--- src/rtl/ext_cpu_lockstep_voter.sv ---
`default_nettype none
// ============================================================================
//  Module      : ext_cpu_lockstep_voter
//  Description : OBI data-port voter/arbiter between NHARTS hart data ports
//                and the system bus. Harts run independently (pass-through),
//                or harts 0..1 (DMR) / 0..2 (TMR) run in lockstep with one
//                voted request on bus lane 0, the response broadcast to the
//                group, and divergence flagged and counted.
//                Optional feature macro: LOCKSTEP_HALT_ON_MISMATCH_EN
//                (halt the group through debug_req_o on divergence).
//  Packing     : req  lane = {req, we, be[3:0], addr[31:0], wdata[31:0]} (70b)
//                resp lane = {gnt, rvalid, rdata[31:0]}                  (34b)
//  Revision    : 1.0 - initial release
// ============================================================================
module ext_cpu_lockstep_voter #(
  parameter int NHARTS    = 3,
  parameter int CNT_W     = 8,
  parameter int MAX_OUTST = 2,
  localparam int C_REQ_W  = 70,
  localparam int C_RSP_W  = 34
) (
  input  logic                      clk_i,
  input  logic                      rst_i,
  input  logic [1:0]                mode_req_i,
  input  logic                      mode_valid_i,
  output logic                      mode_ready_o,
  output logic [1:0]                mode_o,
  input  logic [NHARTS-1:0]         sleep_i,
  input  logic [NHARTS*C_REQ_W-1:0] core_data_req_i,
  output logic [NHARTS*C_RSP_W-1:0] core_data_resp_o,
  output logic [NHARTS*C_REQ_W-1:0] bus_data_req_o,
  input  logic [NHARTS*C_RSP_W-1:0] bus_data_resp_i,
  output logic                      mismatch_o,
  output logic [NHARTS-1:0]         mismatch_hart_o,
  output logic [CNT_W-1:0]          mismatch_cnt_o,
  output logic [NHARTS-1:0]         debug_req_o
);

  localparam int         C_OW       = $clog2(MAX_OUTST + 1);
  // Third lockstep hart index; folds to 0 on builds too small for TMR.
  localparam int         C_H2       = (NHARTS >= 3) ? 2 : 0;
  localparam logic [1:0] C_MODE_IND = 2'd0;
  localparam logic [1:0] C_MODE_DMR = 2'd1;
  localparam logic [1:0] C_MODE_TMR = 2'd2;

  typedef enum logic [1:0] {S_RUN = 2'd0, S_DRAIN = 2'd1, S_SWITCH = 2'd2} state_t;

  state_t              r_state;
  logic [1:0]          r_mode;
  logic [1:0]          r_target;
  logic                r_mode_ready;
  logic [C_OW-1:0]     r_outst [NHARTS];
  logic                r_mismatch;
  logic [NHARTS-1:0]   r_mis_hart;
  logic [NHARTS-1:0]   r_debug;
  logic [CNT_W-1:0]    r_cnt;

  logic [NHARTS-1:0]   w_grp;
  logic [NHARTS-1:0]   w_hreq;
  logic [NHARTS-1:0]   w_full;
  logic [NHARTS-1:0]   w_live;
  logic [NHARTS-1:0]   w_issue;
  logic [NHARTS-1:0]   w_ret;
  logic [NHARTS-1:0]   w_minority;
  logic [NHARTS-1:0]   w_dbg_set;
  logic [C_REQ_W-1:0]  w_h0, w_h1, w_h2, w_vote;
  logic                w_eq01, w_eq02, w_eq12;
  logic                w_any_req, w_mis, w_halt;
  logic                w_idle, w_drain_done, w_legal;

  // Harts belonging to the lockstep group of a given mode.
  function automatic logic [NHARTS-1:0] grp_mask(input logic [1:0] m);
    logic [NHARTS-1:0] v;
    v = '0;
    for (int k = 0; k < NHARTS; k++)
      v[k] = ((m == C_MODE_DMR) && (k < 2)) || ((m == C_MODE_TMR) && (k < 3));
    return v;
  endfunction

  assign w_grp  = grp_mask(r_mode);
  assign w_h0   = core_data_req_i[0 +: C_REQ_W];
  assign w_h1   = core_data_req_i[C_REQ_W +: C_REQ_W];
  assign w_h2   = core_data_req_i[C_H2*C_REQ_W +: C_REQ_W];
  assign w_eq01 = (w_h0 == w_h1);
  assign w_eq02 = (w_h0 == w_h2);
  assign w_eq12 = (w_h1 == w_h2);
  // TMR drives the bitwise majority; DMR trusts hart 0.
  assign w_vote = (r_mode == C_MODE_TMR) ? ((w_h0 & w_h1) | (w_h0 & w_h2) | (w_h1 & w_h2)) : w_h0;
  assign w_any_req = |(w_hreq & w_grp);
  assign w_legal = (mode_req_i == C_MODE_IND) || (mode_req_i == C_MODE_DMR) ||
                   ((mode_req_i == C_MODE_TMR) && (NHARTS >= 3));
  assign w_drain_done = w_idle && (&(sleep_i | ~(grp_mask(r_mode) | grp_mask(r_target))));

`ifdef LOCKSTEP_HALT_ON_MISMATCH_EN
  // A diverging DMR pair cannot be voted, so its request is withheld.
  assign w_halt    = w_mis && (r_mode == C_MODE_DMR);
  assign w_dbg_set = w_minority;
`else
  assign w_halt    = 1'b0;
  assign w_dbg_set = '0;
`endif

  // Per-lane request bit and outstanding-counter status flags.
  always_comb begin
    w_hreq = '0;
    w_full = '0;
    w_live = '0;
    w_idle = 1'b1;
    for (int i = 0; i < NHARTS; i++) begin
      w_hreq[i] = core_data_req_i[i*C_REQ_W + C_REQ_W - 1];
      w_full[i] = (r_outst[i] == C_OW'(MAX_OUTST));
      w_live[i] = (r_outst[i] != '0);
      if (r_outst[i] != '0) w_idle = 1'b0;
    end
  end

  // Divergence detection and identification of the offending hart(s).
  always_comb begin
    w_mis      = 1'b0;
    w_minority = '0;
    if (w_any_req && (r_mode == C_MODE_DMR) && !w_eq01) begin
      w_mis         = 1'b1;
      w_minority[0] = 1'b1;
      w_minority[1] = 1'b1;
    end else if (w_any_req && (r_mode == C_MODE_TMR) && !(w_eq01 && w_eq02)) begin
      w_mis = 1'b1;
      if (w_eq01)      w_minority[C_H2] = 1'b1;
      else if (w_eq02) w_minority[1]    = 1'b1;
      else if (w_eq12) w_minority[0]    = 1'b1;
      else begin
        w_minority[0]    = 1'b1;
        w_minority[1]    = 1'b1;
        w_minority[C_H2] = 1'b1;
      end
    end
  end

  // Lane routing: pass-through outside the group, vote/broadcast inside it.
  always_comb begin
    bus_data_req_o   = '0;
    core_data_resp_o = '0;
    w_issue          = '0;
    w_ret            = '0;
    for (int i = 0; i < NHARTS; i++) begin
      if (!w_grp[i]) begin
        bus_data_req_o[i*C_REQ_W +: C_REQ_W]           = core_data_req_i[i*C_REQ_W +: C_REQ_W];
        bus_data_req_o[i*C_REQ_W + C_REQ_W - 1]        = w_hreq[i] & ~w_full[i];
        core_data_resp_o[i*C_RSP_W +: C_RSP_W]         = bus_data_resp_i[i*C_RSP_W +: C_RSP_W];
        core_data_resp_o[i*C_RSP_W + C_RSP_W - 1]      = bus_data_resp_i[i*C_RSP_W + C_RSP_W - 1] & ~w_full[i];
        core_data_resp_o[i*C_RSP_W + C_RSP_W - 2]      = bus_data_resp_i[i*C_RSP_W + C_RSP_W - 2] & w_live[i];
      end else begin
        if (i == 0) begin
          bus_data_req_o[0 +: C_REQ_W]                 = w_vote;
          bus_data_req_o[C_REQ_W - 1]                  = w_vote[C_REQ_W - 1] & ~w_full[0] & ~w_halt;
        end
        core_data_resp_o[i*C_RSP_W +: C_RSP_W]         = bus_data_resp_i[0 +: C_RSP_W];
        core_data_resp_o[i*C_RSP_W + C_RSP_W - 1]      = bus_data_resp_i[C_RSP_W - 1] & ~w_full[0] & ~w_halt;
        core_data_resp_o[i*C_RSP_W + C_RSP_W - 2]      = bus_data_resp_i[C_RSP_W - 2] & w_live[0];
      end
    end
    for (int i = 0; i < NHARTS; i++) begin
      w_issue[i] = bus_data_req_o[i*C_REQ_W + C_REQ_W - 1] & bus_data_resp_i[i*C_RSP_W + C_RSP_W - 1];
      w_ret[i]   = bus_data_resp_i[i*C_RSP_W + C_RSP_W - 2] & w_live[i];
    end
  end

  // Outstanding transactions per bus lane; rvalid with nothing pending is dropped.
  always_ff @(posedge clk_i) begin
    for (int i = 0; i < NHARTS; i++) begin
      if (rst_i)                         r_outst[i] <= '0;
      else if (w_issue[i] && !w_ret[i])  r_outst[i] <= r_outst[i] + 1'b1;
      else if (!w_issue[i] && w_ret[i])  r_outst[i] <= r_outst[i] - 1'b1;
    end
  end

  // Mode-change FSM: drain traffic and wait for sleeping harts before switching.
  always_ff @(posedge clk_i) begin
    if (rst_i) begin
      r_state      <= S_RUN;
      r_mode       <= C_MODE_IND;
      r_target     <= C_MODE_IND;
      r_mode_ready <= 1'b0;
    end else begin
      r_mode_ready <= 1'b0;
      case (r_state)
        S_RUN: begin
          if (mode_valid_i && w_legal) begin
            r_target <= mode_req_i;
            r_state  <= S_DRAIN;
          end
        end
        S_DRAIN: begin
          if (w_drain_done) r_state <= S_SWITCH;
        end
        S_SWITCH: begin
          r_mode       <= r_target;
          r_mode_ready <= 1'b1;
          r_state      <= S_RUN;
        end
        default: r_state <= S_RUN;
      endcase
    end
  end

  // Divergence pulse, saturating count, sticky hart flags and halt requests.
  always_ff @(posedge clk_i) begin
    if (rst_i) begin
      r_mismatch <= 1'b0;
      r_cnt      <= '0;
      r_mis_hart <= '0;
      r_debug    <= '0;
    end else begin
      r_mismatch <= w_mis;
      if (w_mis && (r_cnt != '1)) r_cnt <= r_cnt + 1'b1;
      if (r_state == S_SWITCH) begin
        r_mis_hart <= '0;
        r_debug    <= '0;
      end else if (w_mis) begin
        r_mis_hart <= r_mis_hart | w_minority;
        r_debug    <= r_debug | w_dbg_set;
      end
    end
  end

  assign mode_o          = r_mode;
  assign mode_ready_o    = r_mode_ready;
  assign mismatch_o      = r_mismatch;
  assign mismatch_hart_o = r_mis_hart;
  assign mismatch_cnt_o  = r_cnt;
  assign debug_req_o     = r_debug;

endmodule
`default_nettype wire

--- config.mk ---
export PLATFORM = sky130hd
export DESIGN_NAME = ext_cpu_lockstep_voter
export DESIGN_NICKNAME = d
export VERILOG_FILES = /design/src/rtl/ext_cpu_lockstep_voter.sv
export SDC_FILE = /design/constraint.sdc
export NUM_CORES = 1
export LEC_CHECK = 0
export ABC_AREA = 0
export CAP_MARGIN = 20
export CORE_AREA = 3 3 250 252
export DETAILED_ROUTE_END_ITERATION = 12
export DIE_AREA = 0 0 253 255
export GPL_TIMING_DRIVEN = 0
export SETUP_SLACK_MARGIN = 0.3
export SYNTH_ARGS = -nofsm -noshare
export SYNTH_HDL_FRONTEND = slang
export SYNTH_SLANG_ARGS = --single-unit
--- constraint.sdc ---
create_clock -name clk_i -period 2.5 [get_ports clk_i]
set_input_delay 0.75 -clock clk_i [delete_from_list [all_inputs] [get_ports clk_i]]
set_output_delay 0.75 -clock clk_i [all_outputs]
set_load 0.03 [all_outputs]
==> impl_metrics.py <==
metrics = {
    "outcome": {
        "outcome": "finished with violations",
        "violations": "setup timing",
    },
    "power_and_ir_drop": {
        "pwr-share-clk": 0.083,
        "switchingPower_uw": 2203,
        "leakage_uw": 0.009878,
        "combPwrFrac": 0.820,
        "p_total_uw": 4754,
        "p_sw_frac": 0.4633,
        "ir_drop_mv": 0.1901,
        "p_int_uw": 2551,
        "power_density_mw_per_mm2": 209.6,
        "pwr-share-seq": 0.097,
    },
    "clocking": {
        "hold_buffers": 0,
        "cts_num_sinks": 25,
        "clk_pin_slew_ps": 70,
        "cts_buffers": 3,
        "clock_latency_ps": 270,
        "cts-root-buf": "clkbuf_16",
        "cts_buffer_depth": 2,
        "cts_tree": "done",
        "htree_levels": 1,
    },
    "drt": {
        "viasPerCell": 4.304,
        "route.detailed.drc": 0,
        "ant_nets": 0,
        "wl_per_cell_um": 26.20,
        "drt_iter0_markers": 293,
        "firstDrtPassIters": 4,
        "vias": 10860,
        "drt-total-wl_mm": 66.11,
    },
    "global_routing": {
        "grt_pass1_vias": 11570,
        "grt_usage": 0.1832,
        "gr-usage-met3": 0.03099,
        "grt_max_degree": 16,
        "use_met1": 0.1981,
        "grt_pass1_wl_mm": 84.27,
        "grt_overflow": 0,
        "grt-busiest-layer": "met2",
        "grt_use_met2": 0.3632,
        "antenna_found_initial": 5,
    },
    "min_path": {
        "hold_class": "flip-flop to flip-flop",
        "hold-path-cell-count": 1,
    },
    "timing": {
        "tightest_slew_ps": 577.7,
        "min_period_over_period": 1.178,
        "rsz0062_at_grt": "yes",
        "finalHoldViolations": 0,
        "fin_crit_ps": 2946,
        "setup_violations": 269,
        "setup_tns_ps": -60490,
        "clock.fmax_mhz": 339.5,
        "finClkSkew_ps": 2.986,
        "slew_violations": 0,
        "setup_ws_ps": -445.8,
        "slew-limit-headroom": 0.6148,
    },
    "setup_path": {
        "crit_fanout": 7,
        "max_stage_delay_ps": 370,
        "required_ps": 1750,
        "slowest_stage": "dfxtp_4",
        "reg2regPathDepth": 13,
        "start_kind": "flip-flop",
        "end_kind": "primary output",
        "path_depth": 11,
        "path_cells": "inv_2, ha_4, clkbuf_16, nand2b_4, buf_12, buf_12, clkbuf_16, buf_8, nand2_2, o21ai_4, buf_6",
        "worstSetupPathType": "flip-flop to primary output",
        "timing.critical_path.arrival_ps": 2200,
        "path_buf_inv": 7,
        "cpLargestDelayFamily": "buffers and inverters",
    },
    "logic_synthesis": {
        "post-synth-top-count-cell": "ha_1",
        "ys_seq_area_frac": 0.07499,
        "synth.avg_cell_area_um2": 8.011,
        "synth.distinct_cells": 44,
        "synth_area_mm2": 0.007475,
        "synth_area_leader_cell": "ha_1",
        "yosys.area.top_type_share": 0.3649,
        "yosys_most_used_dff": "dfxtp_1",
        "netlist_instances": 933,
        "ys_top_cells_by_count": "ha_1 (218), nand2_1 (85), nor2b_1 (76), o21ai_0 (76), nor3_1 (74)",
        "synth_seq_cells": 25,
        "ys_warn_count": 0,
        "async_flop_share": 0,
        "netlist_top_cells_area": "ha_1 (36%), mux2_2 (9.9%), nor2b_1 (6.4%)",
        "synth_edf_count": 6,
    },
    "placement": {
        "place_area_mm2": 0.01765,
        "gp_congestion": 0.8463,
        "io_buffers": 645,
        "dp_slack_ps": -2166,
        "place_hpwl_mm": 50.75,
    },
    "floorplanning": {
        "fp.dieW_um": 253,
        "rows": 90,
        "io_pins": 650,
        "core_mm2": 0.06036,
        "start_util": 0.1238,
        "fp.dieH_um": 255,
        "design.die.area_mm2": 0.06452,
    },
    "layout": {
        "syn2layout_area_growth_pct": 203.4,
        "fin_util": 0.3757,
        "multi_input_area_mm2": 0.01136,
        "design_area_mm2": 0.02268,
        "nFillCells": 5870,
        "nNetsFinal": 2278,
        "drive_gt1_frac": 0.7573,
        "seq_area_um2": 568.0,
    },
    "run": {
        "max_cap_viol_count": 0,
    },
}
-- final cells by class --
class / count / share of cell area
multi-input cells: 819 / 0.5011
repair buffers: 800 / 0.3711
plain buffers: 78 / 0.05351
well taps: 782 / 0.04314
flip-flops and latches: 25 / 0.02505
clock buffers: 3 / 0.003310
inverters: 13 / 0.002317
clock inverters: 1 / 0.0002758
diodes: 2 / 0.0002207
-- kinds of logic after synthesis --
logic type / Yosys count / share of synthesized area
simple gates: 420 / 0.3093
fa+ha+maj: 218 / 0.3649
compound gates: 102 / 0.07248
buf+inv: 91 / 0.06428
mux: 72 / 0.1088
flops: 25 / 0.07499
xor+xnor: 4 / 0.004688
other cells: 1 / 0.0005017
-- sequential cells by signal, indices dropped and copies added (netlist names) --
| name | count |
|---|---|
| r_state | 2 |
| r_target | 2 |
| mode_o | 2 |
| mismatch_hart_o | 3 |
| mismatch_o | 1 |
| mismatch_cnt_o | 8 |
| mode_ready_o | 1 |
| r_outst | 6 |
-- stage by stage --
| stage | std cells | hold WS, ps |
|---|---|---|
| 2_1_floorplan | 935 | 450.0 |
| 3_3_place_gp | 2362 | 457.2 |
| 3_5_place_dp | 2363 | 463.3 |
| 4_1_cts | 2458 | 481.7 |
| 5_1_grt | 2523 | 502.9 |
| 6_report | 2523 | 474.6 |
-- final timing paths --
path	start	slack [ps]	end
worst min-delay path	mismatch_hart_o[2]	470	mismatch_hart_o[2]
worst max-delay path	mode_o[0]	-450	bus_data_req_o[32]
worst max register to register	mode_o[0]	-140	mismatch_cnt_o[4]
worst min register to register	mismatch_hart_o[2]	470	mismatch_hart_o[2]
-- cells in the final DEF (no fill, tap or decap), types with 4 or more instances in the layout --
| cell | n |
|---|---|
| buf_16 | 8 |
| nand2b_1 | 7 |
| clkdlybuf4s15_1 | 6 |
| nand2_2 | 13 |
| a21oi_1 | 10 |
| mux2_2 | 20 |
| nor4_2 | 6 |
| buf_2 | 92 |
| edfxtp_1 | 6 |
| clkdlybuf4s50_1 | 82 |
| clkbuf_4 | 17 |
| nor2b_4 | 59 |
| nor2_1 | 10 |
| buf_6 | 320 |
| a21oi_2 | 4 |
| ha_1 | 56 |
| buf_8 | 34 |
| nor3_1 | 70 |
| clkdlybuf4s15_2 | 48 |
| dlymetal6s2s_1 | 33 |
| nor4_4 | 46 |
| o21ai_4 | 71 |
| mux2_4 | 48 |
| buf_4 | 123 |
| o21ai_2 | 4 |
| nand2_1 | 16 |
| dlygate4sd2_1 | 27 |
| dfxtp_1 | 17 |
| ha_4 | 161 |
| or3_1 | 4 |
| and2_4 | 67 |
| nand4_1 | 15 |
| buf_12 | 31 |
| clkbuf_2 | 14 |
| nor2b_1 | 17 |
| clkbuf_16 | 43 |
| nand2_4 | 57 |
| nand3_1 | 5 |
| inv_1 | 10 |
-- repair_timing --
item,4_1_cts,5_1_grt
hold endpoints to repair,0,0
gates resized for setup,2801,730
gates cloned,17,15
buffers inserted,74,48
pin swaps,112,71
setup endpoints to repair,331,332
-- power by group through the flow --
stage / combinational [uW] / sequential [uW] / clock, uW
2_1_floorplan: 1520 / 464 / 0
3_3_place_gp: 3210 / 468 / 0
3_5_place_dp: 3230 / 470 / 0
4_1_cts: 3710 / 462 / 410
5_1_grt: 4140 / 467 / 416
6_report: 3900 / 463 / 393
-- layer usage --
metal  vias up  part of all wire
li1       5022                 -
met3        73             0.062
met5         -           0.00020
met4         2             0.030
met2       494              0.54
met1      5269              0.37
-- worst reg2reg max path, delay by kind of cell (launching register included) --
family	cells	cell delay, ps
AO/OA/AOI/OAI	5	870
adder cells (fa/ha/maj)	1	230
buffers and inverters	6	750
AND/OR/NAND/NOR	1	360
flip-flops	1	370
No activity file was read; power rests on OpenSTA's default activity.
